<file path="src/rtl/mac64_acc.sv">
// 64-bit accumulator for a stream of multiplier products. Packet results are held
// until consumed; signed/unsigned overflow is optionally saturated.
module mac64_acc #(
  parameter int unsigned SAT = 1
) (
  input  logic        clk,
  input  logic        rst,
  input  logic        in_valid,
  output logic        in_ready,
  input  logic [31:0] lo,
  input  logic [31:0] hi,
  input  logic        mode,
  input  logic        in_last,
  output logic        out_valid,
  input  logic        out_ready,
  output logic [63:0] acc,
  output logic [15:0] cnt,
  output logic        ovf
);

  typedef enum logic {
    ST_ACC  = 1'b0,
    ST_DONE = 1'b1
  } state_t;

  state_t      state_q, state_d;
  logic [63:0] acc_q, acc_d;
  logic [15:0] cnt_q, cnt_d;
  logic        ovf_q, ovf_d;
  logic        mode_q, mode_d;

  logic [63:0] prod;
  logic [63:0] sum;
  logic        carry;
  logic        accept;
  logic        eff_mode;
  logic        ovf_beat;

  always_comb begin
    prod         = {hi, lo};
    {carry, sum} = {1'b0, acc_q} + {1'b0, prod};
    accept       = in_valid && (state_q == ST_ACC);
    // The first beat of a packet supplies the mode; later beats reuse the latched copy.
    eff_mode     = (cnt_q == '0) ? mode : mode_q;
    ovf_beat     = eff_mode ? ((acc_q[63] == prod[63]) && (sum[63] != acc_q[63]))
                            : carry;

    state_d = state_q;
    acc_d   = acc_q;
    cnt_d   = cnt_q;
    ovf_d   = ovf_q;
    mode_d  = mode_q;

    unique case (state_q)
      ST_ACC: begin
        if (accept) begin
          mode_d = eff_mode;
          acc_d  = sum;
          if (ovf_beat) begin
            ovf_d = 1'b1;
            if (SAT != 0) begin
              // Signed overflow direction follows the common sign of the two addends.
              if (!eff_mode)      acc_d = '1;
              else if (acc_q[63]) acc_d = 64'h8000_0000_0000_0000;
              else                acc_d = 64'h7FFF_FFFF_FFFF_FFFF;
            end
          end
          if (cnt_q != '1) cnt_d = cnt_q + 16'd1;
          if (in_last) state_d = ST_DONE;
        end
      end
      ST_DONE: begin
        if (out_ready) begin
          acc_d   = '0;
          cnt_d   = '0;
          ovf_d   = 1'b0;
          mode_d  = 1'b0;
          state_d = ST_ACC;
        end
      end
      default: state_d = ST_ACC;
    endcase
  end

  always_ff @(posedge clk or posedge rst) begin
    if (rst) begin
      state_q <= ST_ACC;
      acc_q   <= '0;
      cnt_q   <= '0;
      ovf_q   <= 1'b0;
      mode_q  <= 1'b0;
    end else begin
      state_q <= state_d;
      acc_q   <= acc_d;
      cnt_q   <= cnt_d;
      ovf_q   <= ovf_d;
      mode_q  <= mode_d;
    end
  end

  assign in_ready  = (state_q == ST_ACC);
  assign out_valid = (state_q == ST_DONE);
  assign acc       = acc_q;
  assign cnt       = cnt_q;
  assign ovf       = ovf_q;

endmodule
</file>
<file path="config.mk">
export PLATFORM = sky130hd
export DESIGN_NAME = mac64_acc
export DESIGN_NICKNAME = d
export VERILOG_FILES = /design/src/rtl/mac64_acc.sv
export SDC_FILE = /design/constraint.sdc
export NUM_CORES = 1
export LEC_CHECK = 0
export CAP_MARGIN = 30
export CORE_MARGIN = 5
export CORE_UTILIZATION = 40
export DETAILED_ROUTE_END_ITERATION = 8
export PLACE_DENSITY_LB_ADDON = 0.05
export SETUP_SLACK_MARGIN = 0.05
export SYNTH_ARGS = -nofsm -noshare
export SYNTH_HDL_FRONTEND = slang
export SYNTH_SLANG_ARGS = --single-unit
export TNS_END_PERCENT = 50
</file>
<file path="constraint.sdc">
create_clock -name clk -period 2.7 [get_ports clk]
set_input_delay 0.54 -clock clk [delete_from_list [all_inputs] [get_ports clk]]
set_output_delay 0.54 -clock clk [all_outputs]
set_load 0.01 [all_outputs]
</file>
==> metrics.cfg <==
[synthesis]
yosysUniqueCellTypes=75
ys.flop_type=dfrtp_1
synth_fa_ha_area_share_pct=10.3
synth_xor_area_share_pct=7.03
postSynthCellCount=1008
avgSynthCellArea_sq_um=8.15
synth_top_family_by_area=compound AO/OA/AOI/OAI gates
syn-cell-area_sq_mm=0.00822
yosysWarnings=0
synthMuxAreaShare_pct=0.122
async_reset_ff_share_pct=100
synth_compound_area_share_pct=28.1
synth-edff-count=0
ys_ff_latch=83
synthSimpleGateAreaFrac_pct=22.5
yosysSeqAreaShare_pct=25.3
synth_fp_nets=1145

[placed_design]
placed_cells=1674
pre_cts_slack_ns=-1.11
port_buffers=152
post-dp-hpwl_um=21200
globalplace.congestion=0.899

[sta]
grt_setup_unrepaired=yes
fin_ws_ns=-0.268
min_period_ns=2.97
skew_ns=0.00926
worst_slew_pin_slew_ns=0.530
timing.setup.tns_ns=-12.17
max_freq_ghz=0.337
timing.final.crit_share_pct=110
hold_viol=0
drv_slew=0
slew_headroom_pct=64.7
setup_viol=65
hold_slack_ns=0.491

[cts]
htreeDepth=3
clock_sinks=83
worstSkewPairLatency_ns=0.36
clkTransAtPathRegs_ns=0.08
cts_max_path_buffers=2
cts_root_buf=clkbuf_16
hold_buffers=0
numCtsBuffers=9
cts_tree=done

[critical_path]
cp_common_cell=buf_4
worstPathMaxFanout=4
cp.required_ns=2.98
startpoint_type=input pin
cpPeakStageDelay_ns=0.32
critPathKind=in2reg
arrival_ns=3.25
cp-end-kind=flop
crit_buf_inv=4
path_cells=dlygate4sd2_1, ha_4, o211ai_1, nor3_2, o31ai_1, buf_4, a311oi_2, buf_4, o21ai_2, a21oi_2, o21ai_1, buf_4, o311ai_1, a311oi_1, o211ai_1
crit_family=compound AO/OA/AOI/OAI gates
slowest_stage=ha_4

[power_and_ir_drop]
power_density_mw_per_mm2=1320
p_comb_share_pct=81.3
intPower_uw=11000
peakVddDrop_mv=0.631
p_total_uw=19600
power_frac_clock_pct=7.1
seq_power_share_pct=11.6
swShare_pct=43.9
switchingPower_uw=8600
p_leak_uw=0.00655

[floorplanning]
die_y_um=153
start_util_pct=40.6
io_pins=153
die-area_sq_mm=0.0235
rows=52
die_w_um=153
core_area_sq_mm=0.0202

[routing]
post_drt_wl_per_cell_um=17.8
viasPerCell=5.35
vias=9410
wl_um=31300
antenna_left=0
drt_iter0_markers=618
drt_first_pass_iters=5
drc=0

[final_layout]
drive_gt1_share_pct=46.6
area_growth_pct=80.3
fin_nets=1620
fin_cells=1758
n_antenna_cell=0

[global_route]
grt_pass1_wl_um=48900
antenna_found_initial=0
overflow=0
grt_pass1_vias=9566
grt.total_usage_pct=25.0
grt_max_degree=84

[hold_path]
hold_class=reg2reg

[flow_run]
drv_cap=0

[status]
status=complete, but fails checks
violations=setup timing

## worst reg2reg max path, delay by kind of cell (launching register included)
family	cells	cell delay [ns]
compound gates	8	1.51
buf+inv	4	0.63
flops	1	0.41
fa+ha+maj	1	0.24
simple gates	1	0.06
## synth_stat cells (all sizes together) (27+ instances only)
| cell type | n | area, sq um |
|---|---|---|
| ha | 66 | 826 |
| xor2 | 29 | 254 |
| a21o | 34 | 255 |
| o21ai | 111 | 781 |
| a21oi | 85 | 459 |
| nand3 | 28 | 140 |
| dfrtp | 83 | 2080 |
| nand4 | 27 | 169 |
| inv | 27 | 101 |
| buf | 43 | 374 |
| nor3 | 68 | 357 |
| nand2 | 130 | 488 |
| xnor2 | 37 | 324 |
| nor2 | 59 | 221 |
## flip-flops by register name, summed over array words and instances, names as in the netlist
| name | count |
|---|---|
| acc | 64 |
| cnt | 16 |
| mode_q | 1 |
| out_valid | 1 |
| ovf | 1 |
## cells by family after synthesis
| kind of cell | after synthesis |
|---|---|
| xor+xnor | 66 |
| buf+inv | 89 |
| compound gates | 319 |
| mux | 1 |
| flops | 83 |
| fa+ha+maj | 67 |
| simple gates | 383 |
## per-layer routing
| metal | wire length, um | vias to the layer above | track usage (%) | share of wire [%] |
|---|---|---|---|---|
| li1 | - | 4598 | - | - |
| met1 | 13900 | 4514 | 33.2 | 44 |
| met2 | 15500 | 260 | 43.7 | 49 |
| met3 | 1450 | 38 | 3.59 | 4.6 |
| met4 | 529 | 0 | 4.50 | 1.7 |
| met5 | 0 | - | 0 | 0 |
## cells in the final DEF, fill, tap and decap left out, types with 8 or more instances in the layout
master	instances
buf_6	15
nor2_1	52
dlygate4sd2_1	39
and3_1	15
nor3_2	44
ha_4	48
clkbuf_16	14
buf_4	331
a21oi_4	15
buf_12	13
nand4_1	27
a21o_1	34
o21a_1	9
clkdlybuf4s50_1	100
nand2_1	128
o21ai_2	75
o21ai_1	10
a211oi_4	8
a21oi_2	21
xnor2_1	36
o21ai_0	24
nand3_1	26
inv_1	25
nor3_1	8
a21oi_1	49
ha_1	13
o21bai_1	10
xor2_1	29
dfrtp_1	83
nor3_4	16
## final cells by class
type                       instances  area, sq um
clock buffer                       9          225
multi-input combinational        836         7240
fill                            1558         5420
timing repair buffer             526         4750
sequential                        83         2080
inverter                          27          105
clock inverter                     7         85.1
tap                              270          338
## through the flow
stage | cell area (sq um) | utilization (%)
after CTS | 14200 | 70.1
after global placement | 12500 | 62.0
final | 14800 | 73.2
after floorplan | 8680 | -
after detailed placement | 12500 | 62.0
after global routing | 14800 | 73.2
## timing repair
action,4_1_cts,5_1_grt
hold endpoints to repair,0,0
pin swaps,95,75
buffers inserted,37,21
gates resized for setup,209,78
gates cloned,6,5
endpoints found under the setup margin,65,66
## power groups by stage
stage	Clock [uW]	Combinational, uW	Sequential, uW
after floorplan	0	7140	2430
after global placement	0	12700	2140
after detailed placement	0	12800	2150
after CTS	1400	14900	2240
after global routing	1450	17100	2340
final	1380	15900	2280
## worst paths after layout
check / startpoint / end / slack, ns / cells after the start
setup / recovery: lo[4] / acc[61] / -0.27 / 15
hold / removal: mode_q / mode_q / 0.49 / 2
setup reg to reg: acc[12] / acc[61] / -0.26 / 14
hold reg to reg: mode_q / mode_q / 0.49 / 2
max in group asynchronous: rst / mode_q / 1.68 / 3
min in group asynchronous: rst / acc[19] / 0.66 / 3
No activity file was read; power rests on OpenSTA's default activity.
